### src/rtl/packer_chain_arbiter.sv
// rtl/packer_chain_arbiter.sv - round-robin, frame-locked arbiter feeding one dataPacker input
module packer_chain_arbiter #(
    parameter int N          = 8,
    parameter int DATA_WIDTH = 32,
    parameter int NUM_REQ    = 4,
    parameter int MAX_BURST  = 16,
    localparam int GW        = $clog2(NUM_REQ),
    localparam int CW        = $clog2(MAX_BURST + 1)
) (
    input  logic                           clk,
    input  logic                           rst_n,
    input  logic                           tracing,
    input  logic [NUM_REQ-1:0]             req_valid,
    input  logic [NUM_REQ-1:0]             req_eof,
    input  logic [NUM_REQ-1:0]             req_chainId,
    input  logic [NUM_REQ*N*DATA_WIDTH-1:0] req_vector,
    output logic [NUM_REQ-1:0]             req_ready,
    output logic                           valid_out,
    output logic                           eof_out,
    output logic                           chainId_out,
    output logic [DATA_WIDTH-1:0]          vector_out [N],
    output logic [GW-1:0]                  grant_out
);

    typedef enum logic {IDLE, BURST} state_t;

    state_t          state;
    logic [GW-1:0]   grant;
    logic [GW-1:0]   rr_ptr;
    logic [CW-1:0]   beat_cnt;
    logic [GW-1:0]   pick_hi;
    logic [GW-1:0]   pick_any;
    logic            hit_hi;
    logic [GW-1:0]   next_grant;
    logic [GW-1:0]   next_ptr;
    logic            xfer;
    logic            last_beat;
    logic [DATA_WIDTH-1:0] lanes [NUM_REQ][N];

    for (genvar r = 0; r < NUM_REQ; r++) begin : g_req
        for (genvar i = 0; i < N; i++) begin : g_lane
            assign lanes[r][i] = req_vector[(r*N+i)*DATA_WIDTH +: DATA_WIDTH];
        end
    end

    // Lowest valid index at or above rr_ptr wins; otherwise wrap to the lowest valid index.
    always_comb begin
        pick_hi  = '0;
        pick_any = '0;
        hit_hi   = 1'b0;
        for (int i = NUM_REQ - 1; i >= 0; i--) begin
            if (req_valid[i]) begin
                pick_any = GW'(i);
                if (GW'(i) >= rr_ptr) begin
                    pick_hi = GW'(i);
                    hit_hi  = 1'b1;
                end
            end
        end
        next_grant = hit_hi ? pick_hi : pick_any;
    end

    assign next_ptr  = (grant == GW'(NUM_REQ - 1)) ? '0 : grant + GW'(1);
    assign xfer      = (state == BURST) && tracing && req_valid[grant];
    assign last_beat = req_eof[grant] || (beat_cnt == CW'(MAX_BURST - 1));
    assign grant_out = grant;

    always_comb begin
        req_ready = '0;
        if (state == BURST) req_ready[grant] = tracing;
    end

    always_ff @(posedge clk or negedge rst_n) begin
        if (!rst_n) begin
            state       <= IDLE;
            grant       <= '0;
            rr_ptr      <= '0;
            beat_cnt    <= '0;
            valid_out   <= 1'b0;
            eof_out     <= 1'b0;
            chainId_out <= 1'b0;
            for (int i = 0; i < N; i++) vector_out[i] <= '0;
        end else begin
            valid_out <= xfer;
            case (state)
                IDLE: begin
                    if (tracing && |req_valid) begin
                        grant    <= next_grant;
                        beat_cnt <= '0;
                        state    <= BURST;
                    end
                end
                BURST: begin
                    if (xfer) begin
                        eof_out     <= req_eof[grant];
                        chainId_out <= req_chainId[grant];
                        for (int i = 0; i < N; i++) vector_out[i] <= lanes[grant][i];
                        beat_cnt    <= beat_cnt + CW'(1);
                        if (last_beat) begin
                            state  <= IDLE;
                            rr_ptr <= next_ptr;
                        end
                    end
                end
                default: state <= IDLE;
            endcase
        end
    end

endmodule

### config.mk
export PLATFORM = sky130hd
export DESIGN_NAME = packer_chain_arbiter
export DESIGN_NICKNAME = d
export VERILOG_FILES = /design/src/rtl/packer_chain_arbiter.sv
export SDC_FILE = /design/constraint.sdc
export NUM_CORES = 1
export LEC_CHECK = 0
export CAP_MARGIN = 20
export CORE_AREA = 2 2 506 508
export DETAILED_ROUTE_END_ITERATION = 16
export DIE_AREA = 0 0 508 510
export GPL_TIMING_DRIVEN = 0
export PLACE_DENSITY = 0.3
export SLEW_MARGIN = 20
export SYNTH_ARGS = -nofsm -noshare
export SYNTH_HDL_FRONTEND = slang
export SYNTH_SLANG_ARGS = --single-unit
### constraint.sdc
create_clock -name clk -period 2.4 [get_ports clk]
set_input_delay 0.48 -clock clk [delete_from_list [all_inputs] [get_ports clk]]
set_output_delay 0.48 -clock clk [all_outputs]
set_load 0.01 [all_outputs]
; Word-level counts from Yosys, hierarchy flattened
; Index checks and enable logic that the tools add are counted.
; Widths: inputs -> output; s select.
[totals]
input_bits = 1039
regBits = 269
out_inout_bits = 265
wordCells = 82
[classes]
n_reduce_logical = 10
eq_ne = 4
magnitude_cmp = 7
n_bitwise = 3
mux = 41
n_addsub = 2
[op_table]
columns = cell, n
row1 = $bmux 256 s2, 1
row2 = $mux 256, 2
row3 = $mux 2, 14
row4 = $mux 1, 15
row5 = $mux 5, 2
row6 = $pmux 5 s2, 1
row7 = $bmux 1 s2, 3
row8 = $reduce_and 2->1, 3
row9 = $add 5x1->5 const B, 1
row10 = $eq 5x4->1 const B, 1
row11 = $and 4x4->4, 1
row12 = $ge 1x2->1 const A, 2
row13 = $ge 2x2->1 const A, 2
row14 = $logic_and 1x1->1, 4
row15 = $mux 4, 1
row16 = $reduce_or 4->1, 1
row17 = $ge 3x3->1 const B, 1
row18 = $lt 2x3->1 const B, 1
row19 = $not 2->3, 1
row20 = $reduce_and 3->1, 1
row21 = $add 2x1->2 const B, 1
row22 = $demux 1 s2, 1
row23 = $eq 2x2->1 const B, 1
row24 = $ge 2x1->1 const B, 1
row25 = 5 further kinds, 5

; Depth between registers and ports, before layout
; Gate-level depths: netlist (run 1).
[logic_depth]
depth_word = 10
mapped_depth = 8
ltp_nobuf = 6

; Worst setup path before layout (run 1)
; OpenSTA, ideal clock, no wires.
[synth_timing]
path_kind = register -> output
start = register grant[1] (netlist: grant_out[1])
end = output port req_ready[1]
stages_incl_launch_ff = 7
arrival_ps = 1647
path_slack_ps = 273
required_ps = 1920
path_cell_list = dfrtp_1 > buf_2 > buf_1 > buf_2 > inv_1 > ha_1 > and3_1
[synth_via]
elab_chain_len = 6
elab_cells_between_ends = 7
cone_classes = order compare (2) / mux (3) / bitwise (1) / reduce/logical (1)
[synth_lines]
columns = element, line
row1 = start: declaration, 28  ; logic [GW-1:0] grant;
row2 = start signal: assignment, 88  ; grant <= next_grant;
row3 = $lt 2x3->1 (implied by the code) / $ge 2x1->1 (equally long branches), 70  ; if (state == BURST) req_ready[grant] = tracing;
row4 = $logic_and 1x1->1 (implied by the code), 70
row5 = $mux 1 (implied by the code), 70
row6 = $demux 1 s2 (*), 70
row7 = $and 4x4->4 (no line) (*), n/a
row8 = $mux 4 (*), 70
row9 = end: declaration, 17  ; output logic [NUM_REQ-1:0] req_ready,
; Every way passes the cells marked *; elsewhere a longest branch is shown, timed or not.

; Final worst setup path (run 1)
[layout_timing]
start = register vector_out[245] in the netlist's numbering
end = output port vector_out[245] in the netlist's numbering
[layout_lines]
columns = element, line
row1 = start: declaration, 21  ; output logic [DATA_WIDTH-1:0] vector_out [N],
; No word-level cell between the ends.

==> impl_metrics.yaml, run 1 <==
cells_and_area:
  post-route-cell-area_sq_mm: 0.0358
  drive_gt1_frac: 0.168
  nets: 3882
  final_cell_mix: "clkdlybuf4s50_1 (1282), nand2_1 (771), dfrtp_1 (267), mux4_2 (258), buf_2 (51)"
  final-instance-count-excl-fill: 6277
  fill_cells: 28700
  syn2layout_area_growth_pct: 119
  final_common_cell: "clkdlybuf4s50_1"
place:
  place_inst: 6145
  portBuffers: 1303
  post-dp-hpwl_um: 173000
  post-place-ws_ns: -1.69
  dpl-instance-area_sq_mm: 0.0337
  globalplace.congestion: 0.857
synthesis:
  yosys.cell_types.count: 30
  synth_compound_area_frac: 0.00489
  ys_ff_latch: 269
  synth_nets: 2518
  synth_area_leaders: "dfrtp_1 (41%), mux4_2 (35%), nand2_1 (18%)"
  ys.flop_type: "dfrtp_1"
  ys_warn_count: 0
  syn_inst: 1473
  yosysSeqAreaShare: 0.411
  synth_xor_area_frac: 0
  synth_simple_gate_area_share: 0.186
  synthArstFlopShare: 1.00
  syn_area_sq_mm: 0.0164
  synth-adder-area-share: 0.00458
  synth_top_family_by_area: "multiplexers"
  synthMuxAreaShare: 0.359
  synth_top_area_cell: "dfrtp_1"
  synth_top_area_share: 0.411
  synth.avg_cell_area_sq_um: 11.1
  synth_edf_count: 0
critical_path:
  worstPathArrival_ns: 1.85
  crit_fanout: 2
  path_delay_family: "buffers and inverters"
  worstPathCellList: "clkdlybuf4s50_1"
  slowest_stage: "clkdlybuf4s50_1"
  cp-start-kind: "flop"
  crit_required_ns: 1.92
  cp_slowest_stage_delay_ns: 0.87
  end_kind: "primary output"
  crit_type: "reg -> out"
  crit_buf_inv: 1
run:
  maxCapViolations: 0
timing:
  holdWs_ns: 0.421
  max_slew_margin: 0.479
  finalMaxSlewViolations: 0
  finalSetupViolations: 0
  fin_ws_ns: 0.0684
  period_needed_ns: 2.33
  worst_pin_slew_ns: 0.784
  fmaxAchievable_mhz: 429
  fin_crit_sh: 0.972
  skew_ns: 0.0138
  rsz0062_at_grt: "no"
  setup_tns_ns: 0
  hold_violations: 0
clock_tree:
  cts_max_path_buffers: 3
  tritoncts: "done"
  clk_pin_slew_ns: 0.06
  root_buffer: "clkbuf_16"
  insertion_delay_ns: 0.62
  clock_sinks: 269
  ctsHtreeMaxLevel: 2
  cts_buffers: 43
run_status:
  outcome: "complete, no violations"
power:
  p_leak_nw: 13.8
  powerDensity_mw_per_mm2: 1050
  peakVddDrop_mv: 0.410
die:
  ios: 1304
  die-area_sq_mm: 0.259
  row_count: 185
  die_h_um: 510
  die_x_um: 508
  start_util: 0.0647
  core_sq_mm: 0.253
worst_hold_path:
  worstHoldPathType: "in -> async"
global_route:
  antenna_found_initial: 159
  overflow: 0
  gr-usage-all-layers: 0.145
  grt_pass1_vias: 20500
  grt_max_degree: 75
  grt_pass1_wl_um: 238000
routing:
  vias: 19100
  drt_iter0_markers: 1090
  wire_per_inst_um: 31.0
  drtPass1Iterations: 6
  wirelength_um: 195000
  drc: 0
  ant_nets: 0
  viasPerCell: 3.04
## cells by family after synthesis
| kind of cell | Yosys count |
|---|---|
| compound gates | 13 |
| fa+ha+maj | 6 |
| buf+inv | 121 |
| flops | 269 |
| mux | 265 |
| simple gates | 799 |
## area by class of cell
type,instances,area (sq um),share of cell area
plain buffers,115,782,0.0218
well taps,3366,4210,0.117
multi-input cells,1083,9180,0.256
diodes,44,110,0.00307
clock inverters,14,203,0.00565
flip-flops and latches,269,6730,0.188
repair buffers,1320,13300,0.370
clock buffers,61,1320,0.0367
inverters,5,51.3,0.00143
## flip-flops by register name, indices dropped and copies added (netlist names)
signal / count
state: 1
eof_out: 1
rr_ptr: 2
grant_out: 2
beat_cnt: 5
chainId_out: 1
vector_out: 256
valid_out: 1
## per-layer routing
| layer | up-vias | global-route usage | share of wire |
|---|---|---|---|
| met5 | - | 0 | 0.0031 |
| met4 | 90 | 0.0369 | 0.028 |
| met3 | 302 | 0.0674 | 0.11 |
| met2 | 1222 | 0.259 | 0.50 |
| met1 | 9468 | 0.152 | 0.35 |
| li1 | 7991 | - | - |
## synth_stat cells (2+ instances only)
cell type / instances
mux2_2: 2
nor2_1: 2
buf_2: 81
ha_1: 6
nand2_1: 779
nor3_1: 2
o21ai_0: 8
dfrtp_1: 269
mux2i_1: 4
inv_1: 4
mux4_2: 258
nand3_1: 3
clkbuf_1: 19
buf_4: 4
and3_1: 6
buf_1: 12
## path summary, 6_finish.rpt
path / slack (ns) / from / endpoint / cells past startpoint
worst max-delay path: 0.07 / vector_out[245] / vector_out[245] / 1
worst min-delay path: 0.42 / rst_n / vector_out[106] / 2
worst max register to register: 0.08 / grant_out[0] / vector_out[156] / 9
worst min register to register: 0.47 / vector_out[251] / vector_out[251] / 2
max in group asynchronous: 0.57 / rst_n / vector_out[173] / 4
min in group clk: 0.47 / vector_out[251] / vector_out[251] / 2
## what timing repair did
action	in CTS	in global routing
setup endpoints to repair	285	21
hold endpoints to repair	64	0
hold buffers	1	0
resized for setup	150	15
buffers inserted	13	0
## through the flow
stage          utilization  power, mW
5_1_grt              0.141       40.1
3_5_place_dp         0.133       30.9
3_3_place_gp         0.133       31.0
4_1_cts              0.141       39.0
6_report             0.141       37.6
2_1_floorplan            -       17.2
## where the power goes
group	total, mW	switching, mW	internal, mW	leakage, nW
sequential	7.98	1.34	6.64	3.37
clock	7.03	2.71	4.32	0.746
combinational	22.6	12.3	10.3	9.69
Note: power is estimated with default switching activity, not from simulation.
==> inputs of run 2 (changes only) <==
--- a/config.mk
+++ b/config.mk
@@ -7,6 +7,7 @@
 export LEC_CHECK = 0
 export CAP_MARGIN = 20
 export CORE_AREA = 2 2 506 508
+export CTS_BUF_LIST = sky130_fd_sc_hd__clkbuf_8
 export DETAILED_ROUTE_END_ITERATION = 16
 export DIE_AREA = 0 0 508 510
 export GPL_TIMING_DRIVEN = 0
==> run 2 against run 1 <==
- maximum frequency fell by 0.94%
- largest power group unchanged
- flip-flop and latch count did not move
- design area fell by 0.46%
- register-to-register slack improved by 0.02 ns
- non-clock buffer count rose by 2
- critical path depth rose by 5
- combinational power fell by 2%
- clock power fell by 11%
- global-route usage rose by 0.11 points
- total power fell by 3.0%
- sequential power barely moved
- first-iteration DRC count fell by 1.6%
==> impl_metrics.yaml, run 2 (same netlist as run 1, synthesis figures left out) <==
run_status:
  outcome: "complete, no violations"
timing:
  hold_violations: 0
  period_needed_ns: 2.35
  max_slew_margin: 0.498
  fmaxAchievable_mhz: 425
  worst_pin_slew_ns: 0.753
  finalSetupViolations: 0
  skew_ns: 0.0320
  rsz0062_at_grt: "yes"
  finalMaxSlewViolations: 0
  fin_crit_sh: 0.981
  setup_tns_ns: 0
die:
  die_h_um: 510
  die-area_sq_mm: 0.259
  start_util: 0.0647
  core_sq_mm: 0.253
  die_x_um: 508
  row_count: 185
  ios: 1304
cells_and_area:
  largest_register_ffs: 256
  final_common_cell: "clkdlybuf4s50_1"
  top_register: "vector_out"
  nets: 3908
  largestRegisters: "vector_out: 256 flops, beat_cnt: 5 flops"
  post-route-cell-area_sq_mm: 0.0357
  drive_gt1_frac: 0.178
  final_cell_mix: "clkdlybuf4s50_1 (1200), nand2_1 (776), dfrtp_1 (266), mux4_2 (258), dlygate4sd2_1 (88)"
  syn2layout_area_growth_pct: 118
routing:
  drc: 0
  drtPass1Iterations: 5
  wirelength_um: 195000
  wire_per_inst_um: 30.9
  drt_iter0_markers: 1073
  vias: 19200
  ant_nets: 0
  viasPerCell: 3.03
critical_path:
  path_delay_family: "buffers and inverters"
  crit_required_ns: 1.92
  slowest_stage: "dfrtp_2"
  cp-start-kind: "flop"
  path_common_cell: "buf_12"
  worstPathArrival_ns: 1.87
  worstPathCellList: "buf_12 -> buf_12 -> clkinv_8 -> ha_4 -> and3_4 -> buf_6"
  crit_buf_inv: 4
  cp_slowest_stage_delay_ns: 0.42
  crit_fanout: 4
  end_kind: "primary output"
  crit_type: "reg -> out"
global_route:
  grt_max_degree: 75
  use_met2: 0.258
  gr-usage-all-layers: 0.146
  grt_pass1_vias: 20700
  antenna_found_initial: 157
  top_usage_layer: "met2"
  grtUsageMet1: 0.152
  overflow: 0
  met3_usage: 0.0702
  grt_pass1_wl_um: 239000
clock_tree:
  insertion_delay_ns: 0.78
  clk_pin_slew_ns: 0.05
  root_buffer: "clkbuf_8"
  clock_sinks: 269
  ctsHtreeMaxLevel: 3
  cts_buffers: 67
  tritoncts: "done"
  cts_max_path_buffers: 3
power:
  switching_share: 0.454
  seqPwrFrac: 0.219
  powerDensity_mw_per_mm2: 1020
  p_int_mw: 19.9
  p_leak_nw: 14.0
  peakVddDrop_mv: 0.317
  p_sw_mw: 16.5
  p_clk_frac: 0.172
  combPwrFrac: 0.610
place:
  dpl-instance-area_sq_mm: 0.0337
  portBuffers: 1303
  globalplace.congestion: 0.857
  post-dp-hpwl_um: 173000
run:
  maxCapViolations: 0
worst_hold_path:
  worstHoldPathType: "in -> async"
## run 2: through the flow
step	setup slack (ns)	util	power [mW]	hold slack [ns]	instances
after floorplan	0.273	-	17.2	0.184	1473
after global placement	-14.36	0.133	31.0	0.461	6142
after detailed placement	-1.69	0.133	30.9	0.462	6145
after CTS	-0.220	0.140	38.0	0.194	6279
after global routing	-0.109	0.141	39.1	0.252	6302
final	0.0463	0.141	36.5	0.272	6327
## run 2: path summary, 6_finish.rpt
check,start,end,slack (ns),cells after the start
min reg2reg,vector_out[197],vector_out[197],0.47,2
max reg2reg,grant_out[0],vector_out[142],0.10,9
min,rst_n,vector_out[112],0.27,2
max in group asynchronous,rst_n,vector_out[180],0.69,4
max,grant_out[0],req_ready[2],0.05,6
min in group clk,vector_out[197],vector_out[197],0.47,2
## run 2: area by class of cell
class	count	area [sq um]
buffer	115	795
tap	3366	4210
fill	28700	218000
timing repair buffer	1322	13200
inverter	5	56.3
clock inverter	33	203
antenna	48	120
sequential	269	6740
multi-input combinational	1083	9180
clock buffer	86	1180
## run 2: worst register-to-register path: cells and delay by family (launching register included)
| family | cells | cell delay (ns) |
|---|---|---|
| buffers and inverters | 5 | 0.83 |
| DFF | 1 | 0.38 |
| and+or+nand+nor | 3 | 0.43 |
| muxes | 1 | 0.55 |
## run 2: power by group through the flow
stage	sequential, mW	clock [mW]	combinational [mW]
after global routing	8.26	6.85	24.0
final	7.97	6.26	22.2
after detailed placement	8.07	0	22.9
after CTS	8.03	6.70	23.2
after floorplan	8.69	0	8.50
after global placement	8.05	0	22.9
## run 2: repair_timing
item / 4_1_cts / 5_1_grt
hold endpoints to repair: 64 / 0
hold buffers: 1 / 0
pin swaps: 1 / 1
setup endpoints to repair: 366 / 11
buffers inserted: 14 / 1
resized for setup: 265 / 7
## run 2: layer usage
layer,part of all wire,vias to the layer above
met4,0.031,74
met2,0.50,1205
met3,0.11,310
li1,-,8063
met5,0.0025,-
met1,0.36,9525
